[config.mk]
export PLATFORM = sky130hd
export DESIGN_NAME = div_unit_flat
export DESIGN_NICKNAME = d
export VERILOG_FILES = /design/src/rtl/div_unit_pkg.sv /design/src/rtl/div_unit_if.sv /design/src/rtl/div_unit.sv /design/src/flat_wrapper.sv
export SDC_FILE = /design/constraint.sdc
export NUM_CORES = 1
export LEC_CHECK = 0
export BUFFER_PORTS_ARGS = -buffer_cell sky130_fd_sc_hd__buf_2
export CORE_ASPECT_RATIO = 1.1
export CORE_MARGIN = 10
export CORE_UTILIZATION = 50
export DETAILED_ROUTE_END_ITERATION = 6
export PLACE_DENSITY = 0.7
export SYNTH_ARGS = -nofsm -noshare
export SYNTH_HDL_FRONTEND = slang
export SYNTH_SLANG_ARGS = --single-unit
[constraint.sdc]
create_clock -name clk -period 3.76 [get_ports clk]
set_clock_uncertainty 0.05 [all_clocks]
set_input_delay 0.188 -clock clk [delete_from_list [all_inputs] [get_ports clk]]
set_output_delay 0.188 -clock clk [all_outputs]
set_load 0.05 [all_outputs]
[src/rtl/div_unit_pkg.sv]
`default_nettype none
// ============================================================================
//  Module   : div_unit_pkg
//  Purpose  : Shared constants and state encoding for the multi-cycle
//             DIV/DIVU unit and its request/result interface.
//  Contents : c_data_w     - default operand width
//             c_cnt_w      - default iteration counter width
//             c_rst_enable - reset level (reset is active-low)
//             div_state_e  - 2-bit FSM state encoding
//  Revision : 1.0 - initial release
// ============================================================================
package div_unit_pkg;

  localparam int unsigned c_data_w     = 32;
  localparam int unsigned c_cnt_w      = 6;
  localparam logic        c_rst_enable = 1'b0;

  typedef enum logic [1:0] {
    DIV_FREE    = 2'b00,
    DIV_BY_ZERO = 2'b01,
    DIV_ON      = 2'b10,
    DIV_END     = 2'b11
  } div_state_e;

endpackage : div_unit_pkg
`default_nettype wire

[src/rtl/div_unit_if.sv]
`default_nettype none
// ============================================================================
//  Module   : div_unit_if
//  Purpose  : Request/result bundle between the EX stage and the divider.
//  Signals  : signed_div_i - 1 = DIV (two's complement), 0 = DIVU
//             opdata1_i    - dividend
//             opdata2_i    - divisor
//             start_i      - request, only honoured while the unit is idle
//             annul_i      - pipeline flush, aborts the operation
//             result_o     - {remainder -> HI, quotient -> LO}, registered
//             ready_o      - one-cycle pulse, result_o valid / write HI/LO
//  Modports : master (EX side), slave (divider side)
//  Revision : 1.0 - initial release
// ============================================================================
interface div_unit_if
  import div_unit_pkg::*;
#(
  parameter int unsigned DATA_W = c_data_w
);

  logic                  signed_div_i;
  logic [DATA_W-1:0]     opdata1_i;
  logic [DATA_W-1:0]     opdata2_i;
  logic                  start_i;
  logic                  annul_i;
  logic [2*DATA_W-1:0]   result_o;
  logic                  ready_o;

  modport master (
    output signed_div_i, opdata1_i, opdata2_i, start_i, annul_i,
    input  result_o, ready_o
  );

  modport slave (
    input  signed_div_i, opdata1_i, opdata2_i, start_i, annul_i,
    output result_o, ready_o
  );

endinterface : div_unit_if
`default_nettype wire

[src/rtl/div_unit.sv]
`default_nettype none
// ============================================================================
//  Module   : div_unit
//  Purpose  : Multi-cycle DIV/DIVU unit, radix-2 restoring division, one
//             quotient bit per cycle. Produces {remainder, quotient} for the
//             HI/LO register pair.
//  Ports    : clk - clock, all state on the rising edge
//             rst - synchronous reset, active low
//             bus - div_unit_if.slave (request in, result/ready out)
//  Timing   : accept on edge T -> ready_o after edge T+DATA_W+1;
//             divide-by-zero -> ready_o after edge T+2.
//  Revision : 1.0 - initial release
// ============================================================================
module div_unit
  import div_unit_pkg::*;
#(
  parameter int unsigned DATA_W = c_data_w,
  parameter int unsigned CNT_W  = c_cnt_w
) (
  input  wire logic  clk,
  input  wire logic  rst,
  div_unit_if.slave  bus
);

  localparam logic [CNT_W-1:0] c_last_iter = CNT_W'(DATA_W - 1);
  localparam logic [CNT_W-1:0] c_cnt_one   = CNT_W'(1);

  div_state_e            r_state;
  div_state_e            w_state_nxt;
  logic [CNT_W-1:0]      r_cnt;
  logic [DATA_W-1:0]     r_rem;        // partial remainder
  logic [DATA_W-1:0]     r_dd;         // dividend, becomes the quotient
  logic [DATA_W-1:0]     r_dsr;        // divisor magnitude
  logic                  r_signed;
  logic                  r_sign_dd;
  logic                  r_sign_q;
  logic [2*DATA_W-1:0]   r_result;
  logic                  r_ready;

  logic                  w_accept;
  logic                  w_op1_neg;
  logic                  w_op2_neg;
  logic [DATA_W-1:0]     w_op1_abs;
  logic [DATA_W-1:0]     w_op2_abs;
  logic [DATA_W:0]       w_hi;
  logic [DATA_W+1:0]     w_diff;
  logic                  w_ge;
  logic [DATA_W-1:0]     w_rem_nxt;
  logic [DATA_W-1:0]     w_q_fix;
  logic [DATA_W-1:0]     w_r_fix;
  logic                  w_unused_ok;

  assign w_accept  = (r_state == DIV_FREE) && bus.start_i && !bus.annul_i;

  // Magnitudes; -0x80000000 wraps to itself and is read as unsigned 2^31.
  assign w_op1_neg = bus.signed_div_i && bus.opdata1_i[DATA_W-1];
  assign w_op2_neg = bus.signed_div_i && bus.opdata2_i[DATA_W-1];
  assign w_op1_abs = w_op1_neg ? -bus.opdata1_i : bus.opdata1_i;
  assign w_op2_abs = w_op2_neg ? -bus.opdata2_i : bus.opdata2_i;

  // The shifted partial remainder can reach 2*divisor-1, so it needs one
  // extra bit, and the trial difference one more for its sign.
  assign w_hi      = {r_rem, r_dd[DATA_W-1]};
  assign w_diff    = {1'b0, w_hi} - {2'b00, r_dsr};
  assign w_ge      = !w_diff[DATA_W+1];
  assign w_rem_nxt = w_ge ? w_diff[DATA_W-1:0] : w_hi[DATA_W-1:0];
  // When the subtraction succeeds the difference is below the divisor, so
  // its bit DATA_W is always zero.
  assign w_unused_ok = w_diff[DATA_W];

  // Remainder follows the dividend's sign.
  assign w_q_fix   = (r_signed && r_sign_q)  ? -r_dd  : r_dd;
  assign w_r_fix   = (r_signed && r_sign_dd) ? -r_rem : r_rem;

  always_ff @(posedge clk) begin
    if (rst == c_rst_enable) begin
      r_state <= DIV_FREE;
    end else begin
      r_state <= w_state_nxt;
    end
  end

  always_comb begin
    w_state_nxt = r_state;
    unique case (r_state)
      DIV_FREE: begin
        if (w_accept) begin
          w_state_nxt = (bus.opdata2_i == '0) ? DIV_BY_ZERO : DIV_ON;
        end
      end
      DIV_BY_ZERO: begin
        w_state_nxt = bus.annul_i ? DIV_FREE : DIV_END;
      end
      DIV_ON: begin
        if (bus.annul_i) begin
          w_state_nxt = DIV_FREE;
        end else if (r_cnt == c_last_iter) begin
          w_state_nxt = DIV_END;
        end
      end
      DIV_END: begin
        w_state_nxt = DIV_FREE;
      end
      default: begin
        w_state_nxt = DIV_FREE;
      end
    endcase
  end

  always_ff @(posedge clk) begin
    if (rst == c_rst_enable) begin
      r_cnt     <= '0;
      r_rem     <= '0;
      r_dd      <= '0;
      r_dsr     <= '0;
      r_signed  <= 1'b0;
      r_sign_dd <= 1'b0;
      r_sign_q  <= 1'b0;
      r_result  <= '0;
      r_ready   <= 1'b0;
    end else begin
      r_ready <= 1'b0;
      unique case (r_state)
        DIV_FREE: begin
          if (w_accept) begin
            r_signed  <= bus.signed_div_i;
            r_dd      <= w_op1_abs;
            r_dsr     <= w_op2_abs;
            r_rem     <= '0;
            r_cnt     <= '0;
            r_sign_dd <= w_op1_neg;
            r_sign_q  <= w_op1_neg ^ w_op2_neg;
          end
        end
        DIV_BY_ZERO: begin
          // Clearing the working registers and signs makes END emit zero.
          if (!bus.annul_i) begin
            r_dd      <= '0;
            r_rem     <= '0;
            r_sign_dd <= 1'b0;
            r_sign_q  <= 1'b0;
          end
        end
        DIV_ON: begin
          if (!bus.annul_i) begin
            r_rem <= w_rem_nxt;
            r_dd  <= {r_dd[DATA_W-2:0], w_ge};
            r_cnt <= r_cnt + c_cnt_one;
          end
        end
        DIV_END: begin
          if (!bus.annul_i) begin
            r_result <= {w_r_fix, w_q_fix};
            r_ready  <= 1'b1;
          end
        end
        default: begin
          r_ready <= 1'b0;
        end
      endcase
    end
  end

  assign bus.result_o = r_result;
  assign bus.ready_o  = r_ready;

endmodule : div_unit
`default_nettype wire

[src/flat_wrapper.sv]
// flat-port wrapper written by rule: the top's interface ports become plain ports
module div_unit_flat import div_unit_pkg::*;
#(
  parameter int unsigned DATA_W = c_data_w,
  parameter int unsigned CNT_W  = c_cnt_w
)
  (clk, rst, bus_signed_div_i, bus_opdata1_i, bus_opdata2_i, bus_start_i, bus_annul_i, bus_result_o, bus_ready_o);
  div_unit_if #(.DATA_W(DATA_W)) bus_i ();
  input  wire logic clk;
  input  wire logic rst;
  input wire logic [$bits(bus_i.signed_div_i)-1:0] bus_signed_div_i;
  input wire logic [$bits(bus_i.opdata1_i)-1:0] bus_opdata1_i;
  input wire logic [$bits(bus_i.opdata2_i)-1:0] bus_opdata2_i;
  input wire logic [$bits(bus_i.start_i)-1:0] bus_start_i;
  input wire logic [$bits(bus_i.annul_i)-1:0] bus_annul_i;
  output wire logic [$bits(bus_i.result_o)-1:0] bus_result_o;
  output wire logic [$bits(bus_i.ready_o)-1:0] bus_ready_o;
  assign bus_i.signed_div_i = bus_signed_div_i;
  assign bus_i.opdata1_i = bus_opdata1_i;
  assign bus_i.opdata2_i = bus_opdata2_i;
  assign bus_i.start_i = bus_start_i;
  assign bus_i.annul_i = bus_annul_i;
  assign bus_result_o = bus_i.result_o;
  assign bus_ready_o = bus_i.ready_o;
  div_unit #(.DATA_W(DATA_W), .CNT_W(CNT_W)) u_core (.clk(clk), .rst(rst), .bus(bus_i));
endmodule
* Word-level counts from Yosys, hierarchy flattened *
Cells that the tools add are included.

storage, ports and cells
  register bits = 172
  input port bits = 69
  memories kept = 0
  ROM bits = 0
  RAM bits = 0
  word-level logic and storage cells = 73
  output and inout bits = 65
  bits in latches = 0

operators by class
  reductions and logical operators = 20
  shifts and indexed selects = 0
  muxes and demuxes = 27
  multipliers = 0
  bitwise gates (word level) = 2
  add/subtract/negate cells = 6
  equality and inequality tests = 8
  magnitude comparators = 0
  div/mod/pow operators = 0

operator list
  cell                   count
  $mux W32               10
  $pmux W32 S3           2
  $neg A32 Y32           4
  $sub A33 B32 Y34       1
  $logic_not A32 Y1      1
  $mux W6                2
  $pmux W6 S2            1
  $mux W2                5
  $pmux W2 S4            1
  $reduce_and A2 Y1      4
  $add A6 B1 Y6 const B  1
  $eq A6 B5 Y1 const B   1
  $logic_and A1 B1 Y1    6
  $reduce_and A3 Y1      2
  $eq A2 B2 Y1 const B   2
  $mux W1                4
  $ne A2 B2 Y1 const B   2
  $pmux W1 S2            2
  $reduce_and A4 Y1      1
  $reduce_bool A2 Y1     2
  $ne A3 B2 Y1 const B   1
  $reduce_bool A3 Y1     1
  $eq A2 B1 Y1 const B   1
  $logic_not A1 Y1       2
  other kinds (4)        4

* Longest topological paths before layout *
  word-level depth = 5
  gate-level depth with buffers = 13
  depth with buffers taken out = 12

* Worst setup path after synthesis *
No wires, ideal clock.

  kind = register -> register
  start point = register u_core.r_rem[1]
  end point = register u_core.r_rem[30]
  data required time = 3.588 ns
  buffers on the path = 0
  library setup time = 0.122 ns
  cell stages (with the launch flop) = 11
  data arrival time = 2.701 ns
  period minus slack after synthesis = 2.873 ns
  setup slack = 0.887 ns
  cell sequence = dfxtp_1 ha_1 nor2b_1 o31a_1 o31a_1 a41o_1 a311o_1 a2111oi_2 o31ai_1 xnor2_1 o21ai_1

between the ends
  longest elaborated chain between the ends = 4

RTL lines
  element                 line             text
  start, declared         div_unit.sv:31   logic [DATA_W-1:0] r_rem;
  start signal, assigned  div_unit.sv:146  r_rem <= w_rem_nxt;
  $sub A33 B32 Y34        div_unit.sv:64   assign w_diff = {1'b0, w_hi} - {2'b00, r_dsr};
  $mux W32                div_unit.sv:66   assign w_rem_nxt = w_ge ? w_diff[DATA_W-1:0] : w_hi[DATA_W-1:0];
  $mux W32                div_unit.sv:145  if (!bus.annul_i) begin
  $pmux W32 S3            div_unit.sv:123  unique case (r_state)

Every way passes these cells. The select of a mux whose other input is x is not followed.
A chain may end at the register's enable or synchronous reset.

* Final worst setup path *
  start point = register u_core.r_dsr[10]
  end point = register u_core.r_rem[15]

between the ends
  longest elaborated chain between the ends = 4

RTL lines
  element                 line             text
  start, declared         div_unit.sv:33   logic [DATA_W-1:0] r_dsr;
  start signal, assigned  div_unit.sv:128  r_dsr <= w_op2_abs;
  $sub A33 B32 Y34        div_unit.sv:64
  $mux W32                div_unit.sv:66
  $mux W32                div_unit.sv:145
  $pmux W32 S3            div_unit.sv:123

Every way passes these cells. The select of a mux whose other input is x is not followed.

==> impl_summary.md <==
Outcome
The flow ran to the end, and the final reports show no timing, DRC or antenna violations.

Critical path
The startpoint of the most critical setup path is u_core.r_dsr[10]. The setup slack of the most critical reg-to-reg path is 430 ps. The worst path arrival time is 3610 ps. The worst setup path is captured at a flip-flop. The worst setup path is launched from a flip-flop. The critical path ends at u_core.r_rem[15]. Measured in cells, the most critical reg-to-reg path has a length of 13. The worst register-to-register path begins at u_core.r_dsr[10].

STA puts the critical path data required time at 4040 ps. Of all nets on the critical path, the largest fanout is 14. The setup path with the least slack is of type reg -> reg. The capture instance of the worst register-to-register path is u_core.r_rem[15].

Timing
The hold slack is 19.9 ps. Setup violations remaining at the end of the flow were counted as 0. The relative max-transition margin is 23.9%. The final critical path takes up 88.5% of the cycle. Summed over all failing endpoints, the final setup total negative slack is 0 ps. The max-slew violation count is 0. Setup repair after global routing left no endpoint under its margin.

For the finished layout, the period the worst path requires is 3330 ps. The final number of hold-violating endpoints is 0. For the pin with the worst max-slew slack, the measured transition is 1140 ps. The top achievable clock speed is 300 MHz.

Synthesis
Counting flops with a built-in enable in the synthesized netlist gives 0. The post-synthesis cell area is 10800 sq um. sky130_fd_sc_hd__dfxtp_1 takes more of the synthesized area than any other cell. The top-area cell type share of the netlist area is 31.9%.

Among all cell types in the netlist, the one instantiated most often is sky130_fd_sc_hd__nor2_1. Among all flip-flop cells after synthesis, the most frequent one is sky130_fd_sc_hd__dfxtp_1. The post-synthesis sequential element count is 172. By count the netlist is led by sky130_fd_sc_hd__nor2_1, sky130_fd_sc_hd__dfxtp_1, sky130_fd_sc_hd__a21oi_1, sky130_fd_sc_hd__nand2_1, sky130_fd_sc_hd__o21ai_0.

The mean cell area of the mapped netlist is 7.88 sq um. In this run, distinct cell masters in the synthesized netlist total 68. The share of flip-flops with an asynchronous set or reset is 0%. The net count after synthesis is 1484. After synthesis, flip-flops and latches occupy 31.9% of the total area. The instance count of the mapped netlist is 1372. The yosys synthesis warning count is 0. By area the synthesized netlist is led by sky130_fd_sc_hd__dfxtp_1, sky130_fd_sc_hd__nor2_1, sky130_fd_sc_hd__a211oi_1, sky130_fd_sc_hd__xor2_1, sky130_fd_sc_hd__xnor2_1.

Routing
The mean number of vias per cell is 5.79. The final route contains 10.3k vias. After detailed routing, the number of remaining DRC violations is 0. The aggregate routed wire length is 30.8 mm. In this run the remaining antenna-violating nets after routing total 0. In the final routed layout, each cell accounts on average for 17.4 um. The first routing iteration left 720 violations. For this run, the detailed router's first-pass iteration total came to 5.

Clocking
The number of resized instances in the post-cts repair step is 0. The number of sinks handled by clock tree synthesis is 172. The clock insertion delay at the later pin of the skew report is 430 ps. TritonCTS built the clock tree.

Buffers inserted to repair hold after CTS numbered 0. The root buffer cell is sky130_fd_sc_hd__clkbuf_16. In this run the post-CTS setup repair buffer count came out at 0.

The H-tree was split into 4 levels. The maximum number of buffers from clock root to sink is 2. Clock-pin slew was measured on the worst setup and hold paths at 60 ps. The number of CTS-inserted buffers is 17.

Power and ir drop
The fraction of power consumed by combinational cells is 42.6%. Cell internal power was estimated by the tool at 4.31 mW. The clock group share of total power is 24.4%. The analysis attributes to cell leakage a power of 4.75 nW. The switching component of the power is 3.18 mW. Overall power consumption after layout is estimated at 7.50 mW. Per report_power, the sequential group accounts for 33.0% of the total. For this design the ratio of total power to cell area is 608 nW/um^2. Net switching is 42.5% of the power. The peak supply drop is 490 uV.

Floorplan
The area of the die is 27900 sq um. The initial core utilization is 50.7%. The top-level I/O count is 134.

The standard-cell row count is 56. The horizontal die dimension is 160 um. The core outline area is 21300 sq um. The die is 174 um tall.

Finish
The post-route netlist has 15.3% of its cells at a drive strength greater than 1. The design area is 12300 sq um. The final cell count without fillers is 1769. The final layout contains 1578 nets. The synthesis-to-finish area growth is 14.0%. The repair_antennas step left the layout with diodes totalling 0.

Worst hold path
In this run the worst hold path is classified as in -> reg.

Place
Once placement finished, the instance area stood at 11700 sq um. The placed wire-length estimate is 23.3 mm. The count of buffers inserted at the top-level ports is 133. Including well taps, the total number of placed cells is 1737. The congestion estimate from routability-driven global placement came to 0.938.

GRT
The total global-route track usage is 21.3%. The first global-routing pass estimated 49.6 mm of wire. The maximum number of pins on one net before global-route repair is 74. The number of antenna violations at the first check in global routing was 1.

The number of global-route vias before repair is 9361. The overflow left after global routing is 0.

Run
Across the run, the number of max-cap violations was 0.
-- worst max-delay path: stages (launching register included) --
cell,delay (ps)
sky130_fd_sc_hd__dfxtp_1,350
sky130_fd_sc_hd__inv_1,50
sky130_fd_sc_hd__ha_1,370
sky130_fd_sc_hd__a21o_1,200
sky130_fd_sc_hd__a211oi_1,270
sky130_fd_sc_hd__nor3_1,80
sky130_fd_sc_hd__a211oi_1,440
sky130_fd_sc_hd__a211oi_2,160
sky130_fd_sc_hd__o211ai_1,280
sky130_fd_sc_hd__buf_4,240
sky130_fd_sc_hd__and2_1,160
sky130_fd_sc_hd__buf_4,210
sky130_fd_sc_hd__a22oi_1,90
sky130_fd_sc_hd__a211oi_1,270
-- metrics by stage --
step | utilization (%) | worst slack, ps
floorplan | - | 887
global placement | 55.0 | 633
detailed placement | 55.0 | 514
CTS | 57.8 | 484
global route | 57.8 | 269
finish | 57.8 | 431
-- placed cells by master (no fill, tap or decap), types with 8 or more instances in the layout --
cell type and count:
sky130_fd_sc_hd__nor3_1 22, sky130_fd_sc_hd__o21ai_0 97, sky130_fd_sc_hd__xor2_1 68, sky130_fd_sc_hd__a21oi_1 110, sky130_fd_sc_hd__a311oi_1 16, sky130_fd_sc_hd__nand2_1 98
sky130_fd_sc_hd__o31ai_1 18, sky130_fd_sc_hd__mux2i_1 15, sky130_fd_sc_hd__buf_2 133, sky130_fd_sc_hd__a32oi_1 8, sky130_fd_sc_hd__a31oi_1 14, sky130_fd_sc_hd__dfxtp_1 172
sky130_fd_sc_hd__o41ai_1 13, sky130_fd_sc_hd__a211oi_1 83, sky130_fd_sc_hd__o21ai_1 22, sky130_fd_sc_hd__nand2b_1 10, sky130_fd_sc_hd__nor2_1 178, sky130_fd_sc_hd__a21o_1 21
sky130_fd_sc_hd__ha_1 42, sky130_fd_sc_hd__clkbuf_16 17, sky130_fd_sc_hd__or3_1 19, sky130_fd_sc_hd__or4_1 10, sky130_fd_sc_hd__inv_1 56, sky130_fd_sc_hd__buf_4 20
sky130_fd_sc_hd__nand3_1 14, sky130_fd_sc_hd__xnor2_1 64
-- power groups by stage --
| stage | Clock, mW | Sequential, mW | Combinational (mW) |
|---|---|---|---|
| 2_1_floorplan | 0 | 2.62 | 2.19 |
| 6_report | 1.83 | 2.47 | 3.19 |
| 3_5_place_dp | 0 | 2.50 | 3.14 |
| 4_1_cts | 1.86 | 2.46 | 3.16 |
| 3_3_place_gp | 0 | 2.48 | 3.13 |
| 5_1_grt | 1.93 | 2.51 | 3.51 |
-- cell type report --
class                           count  area (sq um)
Fill cell                        2013          8980
Multi-Input combinational cell   1064          6860
Sequential cell                   172          3440
Timing Repair Buffer              154           836
Clock buffer                       18           439
Tap cell                          290           363
Inverter                           57           216
Clock inverter                     14           169
-- worst min path at each step --
| stage | endpoint | cells after the start | from | slack (ps) |
|---|---|---|---|---|
| CTS | u_core.r_dsr[29] | 3 | bus_opdata2_i[29] | 5 |
| global route | u_core.r_dsr[29] | 3 | bus_opdata2_i[29] | 40 |
| finish | u_core.r_dsr[29] | 3 | bus_opdata2_i[29] | 20 |
| floorplan | u_core.r_dsr[0] | 2 | bus_opdata2_i[0] | 270 |
| detailed placement | u_core.bus.result_o[16] | 2 | u_core.bus.result_o[16] | 390 |
| global placement | u_core.r_dsr[31] | 2 | u_core.r_dsr[31] | 390 |
-- per-layer routing --
layer	up-vias	wire [um]	track usage (%)
li1	5137	-	-
met1	4751	15100	30.6
met2	336	13200	31.8
met3	24	2060	4.09
met4	2	353	5.59
met5	-	7	0
-- cell families (layout without fill, tap and decap cells) --
logic type                 count (synthesis)  count (layout)  share of synthesized area, %
AOI/OAI and AO/OA                        455             455                          27.6
xor gates and xnor gates                 132             132                          10.7
adders and majority gates                 43              43                          5.05
buffers and inverters                    136             243                          4.82
DFF                                      172             172                          31.9
muxes                                     17              17                          1.60
and+or+nand+nor                          417             417                          18.3
-- state kept, by name, indices dropped and copies added, names as in the netlist --
register,flops
u_core.r_dd,32
u_core.r_signed,1
u_core.r_cnt,6
u_core.r_state,2
u_core.bus.ready_o,1
u_core.r_sign_dd,1
u_core.bus.result_o,64
u_core.r_sign_q,1
u_core.r_rem,32
u_core.r_dsr,32
(Power assumes the default switching activity.)
